[config.mk]
export PLATFORM = sky130hd
export DESIGN_NAME = pipeline_stall_ctrl
export DESIGN_NICKNAME = d
export VERILOG_FILES = /design/src/rtl/pipeline_ctrl_pkg.sv /design/src/rtl/pipeline_stall_ctrl_sat_counter.sv /design/src/rtl/pipeline_stall_ctrl.sv
export SDC_FILE = /design/constraint.sdc
export NUM_CORES = 1
export LEC_CHECK = 0
export CORE_UTILIZATION = 35
export DETAILED_ROUTE_END_ITERATION = 10
export PLACE_DENSITY_LB_ADDON = 0.25
export SLEW_MARGIN = 5
export SYNTH_ARGS = -nofsm -noshare
export SYNTH_HDL_FRONTEND = slang
export SYNTH_SLANG_ARGS = --single-unit
[constraint.sdc]
create_clock -name clk -period 1.4 [get_ports clk]
set_input_delay 0.28 -clock clk [delete_from_list [all_inputs] [get_ports clk]]
set_output_delay 0.28 -clock clk [all_outputs]
set_load 0.05 [all_outputs]
[src/rtl/pipeline_ctrl_pkg.sv]
// Shared types for the pipeline stall controller: FSM state encoding and width.
package pipeline_ctrl_pkg;

    localparam int unsigned STATE_W = 2;

    typedef enum logic [STATE_W-1:0] {
        RUN      = 2'd0,
        MEM_WAIT = 2'd1,
        ERROR    = 2'd2
    } state_t;

endpackage

[src/rtl/pipeline_stall_ctrl_sat_counter.sv]
// Saturating up-counter used for the optional stall/flush performance counters.
module sat_counter #(
    parameter int unsigned W = 16
) (
    input  logic         clk,
    input  logic         rst,
    input  logic         inc,
    output logic [W-1:0] count
);

    always_ff @(posedge clk) begin
        if (rst) begin
            count <= '0;
        end else if (inc && (count != '1)) begin
            count <= count + W'(1);
        end
    end

endmodule

[src/rtl/pipeline_stall_ctrl.sv]
// Stall/flush controller for a 5-stage pipeline: memory-wait FSM with timeout,
// hazard stalls and branch flushes. Optional counters under PIPELINE_STALL_CTRL_PERF_EN.
module pipeline_stall_ctrl
    import pipeline_ctrl_pkg::*;
#(
    parameter int unsigned MEM_TIMEOUT = 63,
    parameter int unsigned CNT_W       = 16
) (
    input  logic               clk,
    input  logic               rst,
    input  logic               hazard_detected,
    input  logic               branch_taken,
    input  logic               mem_req,
    input  logic               mem_ready,
    output logic               pc_freeze,
    output logic               if_id_freeze,
    output logic               if_id_flush,
    output logic               id_ex_bubble,
    output logic               pipe_freeze,
    output logic               mem_timeout,
    output logic [STATE_W-1:0] state
`ifdef PIPELINE_STALL_CTRL_PERF_EN
    ,
    output logic [CNT_W-1:0]   hazard_stall_cnt,
    output logic [CNT_W-1:0]   mem_wait_cnt,
    output logic [CNT_W-1:0]   flush_cnt
`endif
);

    localparam int unsigned WAIT_W = $clog2(MEM_TIMEOUT + 1);
    localparam logic [WAIT_W-1:0] TIMEOUT_VAL = WAIT_W'(MEM_TIMEOUT);

    if (MEM_TIMEOUT < 1 || CNT_W < 1) begin : g_param_check
        $error("pipeline_stall_ctrl: MEM_TIMEOUT and CNT_W must be >= 1");
    end

    state_t            cur_state;
    logic [WAIT_W-1:0] wait_cnt;
    logic [WAIT_W-1:0] wait_nxt;
    logic              mf;
    logic              hazard_stall;
    logic              branch_flush;

    assign wait_nxt = wait_cnt + WAIT_W'(1);

    // The timeout compares the post-increment count, so ERROR is entered at
    // the end of the MEM_TIMEOUT-th MEM_WAIT cycle that saw no mem_ready.
    always_ff @(posedge clk) begin
        if (rst) begin
            cur_state   <= RUN;
            wait_cnt    <= '0;
            mem_timeout <= 1'b0;
        end else begin
            case (cur_state)
                RUN: begin
                    if (mem_req && !mem_ready) begin
                        cur_state <= MEM_WAIT;
                        wait_cnt  <= '0;
                    end
                end
                MEM_WAIT: begin
                    if (mem_ready) begin
                        cur_state <= RUN;
                    end else begin
                        wait_cnt <= wait_nxt;
                        if (wait_nxt == TIMEOUT_VAL) begin
                            cur_state   <= ERROR;
                            mem_timeout <= 1'b1;
                        end
                    end
                end
                ERROR: begin
                    cur_state <= ERROR;
                end
                default: begin
                    cur_state <= RUN;
                    wait_cnt  <= '0;
                end
            endcase
        end
    end

    always_comb begin
        mf           = (mem_req && !mem_ready) || (cur_state == ERROR);
        hazard_stall = !mf && hazard_detected;
        branch_flush = !mf && !hazard_detected && branch_taken;
    end

    assign pc_freeze    = mf || hazard_stall;
    assign if_id_freeze = mf || hazard_stall;
    assign pipe_freeze  = mf;
    assign id_ex_bubble = hazard_stall;
    assign if_id_flush  = branch_flush;
    assign state        = cur_state;

`ifdef PIPELINE_STALL_CTRL_PERF_EN
    logic mem_wait_inc;

    assign mem_wait_inc = mf && (cur_state != ERROR);

    sat_counter #(.W(CNT_W)) u_hazard_cnt (
        .clk   (clk),
        .rst   (rst),
        .inc   (hazard_stall),
        .count (hazard_stall_cnt)
    );

    sat_counter #(.W(CNT_W)) u_mem_wait_cnt (
        .clk   (clk),
        .rst   (rst),
        .inc   (mem_wait_inc),
        .count (mem_wait_cnt)
    );

    sat_counter #(.W(CNT_W)) u_flush_cnt (
        .clk   (clk),
        .rst   (rst),
        .inc   (branch_flush),
        .count (flush_cnt)
    );
`else
`endif

endmodule

==> metrics <==
largest buffer count on any clock path 2; met3 usage 0.0163; Routed wire per std cell roughly 12 µm; via/cell ratio 5.15; Syn Inst Count 66; DRC 0; Final Util 0.671; max-cap violations 0; startpoint types register; CTS tree built; fin. max-slew vios 0; share of layout cells above drive strength 1 0.396; critical setup path kind reg -> out; initial antenna violation count 0; Ant. Diodes 0; fmax 0.665 GHz; clock latency reported for the late side of the worst-skew pair about 0.26 ns; Starting Density 0.391; clk_skew approximately 0.0011 ns; core area between 1000 and 1500 µm²; sequential-to-total area share from yosys stat 0.341; root buf cell clkbuf_4; die height 40.8 µm; Synth area leaders dfxtp_1 34%, a21oi_1 8.5%, nor2_1 7.1%; Post-Syn Area 528 µm²; Leak 0.370 nW; period utilization 1.07; status complete, but fails checks; Worst Setup End Kind output pin; commonest non-fill, non-tap cell in the layout buf_4; RSZ-0062 raised after global routing yes; layer with the highest usage met2; gr ovfl total 0; clock sinks 9; global-route wire length before repair between 2 and 2.5 mm; Peak VDD IR 0.424 mV; Max transition margin 0.842; First-pass DRT Iterations 6; Seq cells post-synth 9; drt total wl 1.30 mm; DP HPWL ~940 µm; clock buffer count from CTS 3; DP Area roughly 850 µm²; Die Width 40.8 µm; Critical Path AT roughly 1.2 ns; PwrDens approximately 680 nW/µm²; Setup WS post-layout -0.104 ns; DRT antenna net count 0; final hold vios 0; Synth area leader dfxtp_1; crit-path max FO 3; Layout Nets 100; IO Pins 14; clock-pin slew on the worst setup and hold paths 0.06 ns; routability cong. 0.792; DIE AREA roughly 1700 µm²; most frequent cells in the layout 10 x buf_4, 8 x a21oi_1, 8 x buf_12; largest net degree at the start of global routing 10; H-Tree Depth 1; met2 Use GR 0.352; global router's overall resource usage 0.186; failing checks setup timing; row cnt 13; worst-margin pin slew 0.235 ns; met1 GRT Util 0.218; Hold Path Class reg -> reg; First DRT Iteration DRCs 8; critical path data required time 1.12 ns; Layout area overhead 71.6%; vias in the first global route 494; synth warn 0; fin area 906 µm²; final worst path period need approximately 1.5 ns; share of the synthesized area in the top cell type 0.341; vias 546; Netlist cell types 24; Port Buffers 13; final setup fails 4; syn avg cell area between 8 and 9 µm²; syn_nets 74; FILL cells around 110
cell usage after synthesis:
master and n:
a211oi_2 2, a21oi_1 9, and3_1 1, and4_1 2
buf_1 1, buf_4 2, dfxtp_1 9, ha_1 2
inv_1 7, nand2b_1 2, nand3_1 3, nand4b_1 2
nor2_1 10, nor2b_1 1, nor3b_1 1, nor4_1 1
nor4b_1 1, o21ai_0 2, o21ai_1 1, o22ai_1 2
o41ai_1 1, or2b_1 1, or3b_4 1, xor2_1 2
per-stage QoR:
stage | cells | setup slack [ns] | total power [W] | hold slack [ns] | setup TNS [ns]
2_1_floorplan | 66 | -0.300 | 0.000349 | 0.349 | -0.775
3_3_place_gp | 100 | -0.282 | 0.000429 | 0.472 | -2.61
3_5_place_dp | 100 | -0.313 | 0.000431 | 0.478 | -2.72
4_1_cts | 106 | -0.115 | 0.000624 | 0.487 | -0.266
5_1_grt | 106 | -0.157 | 0.000648 | 0.500 | -0.460
6_report | 106 | -0.104 | 0.000619 | 0.484 | -0.252
flip-flops by register name (all words and copies together), names as in the netlist:
signal	flops
wait_cnt	6
mem_timeout	1
state	2
layout make-up:
type	instances	area [µm²]	area share
tap	15	18.8	0.0207
clock buffer	4	26.3	0.0290
sequential	9	189	0.209
timing repair buffer	24	294	0.325
inverter	7	26.3	0.0290
multi-input combinational	47	352	0.388
final timing paths:
check              startpoint           end  slack [ns]  depth (start not counted)
setup / recovery     state[0]  id_ex_bubble       -0.10                          5
hold / removal    mem_timeout   mem_timeout        0.48                          2
setup reg to reg     state[1]   wait_cnt[3]        0.04                          5
hold reg to reg   mem_timeout   mem_timeout        0.48                          2
critical path: stages, from the launching register on:
cell and delay, ns:
dfxtp_4 0.34, nand2b_4 0.13, o21ai_4 0.06, buf_4 0.15
nor2_2 0.13, buf_12 0.15
logic make-up after synthesis:
kind of cell | Yosys count | share of synthesized area
AND/OR/NAND/NOR | 26 | 0.292
XOR/XNOR | 2 | 0.0332
adder cells (fa/ha/maj) | 2 | 0.0474
flip-flops | 9 | 0.341
buffers and inverters | 10 | 0.0853
AO/OA/AOI/OAI | 17 | 0.201
routing by layer:
metal / wire length [µm] / part of all wire
met5: 0 / 0
met4: 17 / 0.013
met3: 41 / 0.032
met2: 680 / 0.52
met1: 557 / 0.43
what timing repair did:
action                     4_1_cts  5_1_grt
pin swaps                        1        1
setup endpoints to repair        7        9
cloned                           0        0
hold buffers                     0        0
gates resized for setup          3        5
buffers inserted                 2        0
report_power, final:
group          total (W)  switching [W]  internal [W]
clock           0.000196      0.0000866      0.000110
sequential      0.000258     0.00000240      0.000256
combinational   0.000164      0.0000830     0.0000812
Power figures use the tool's default switching activity.
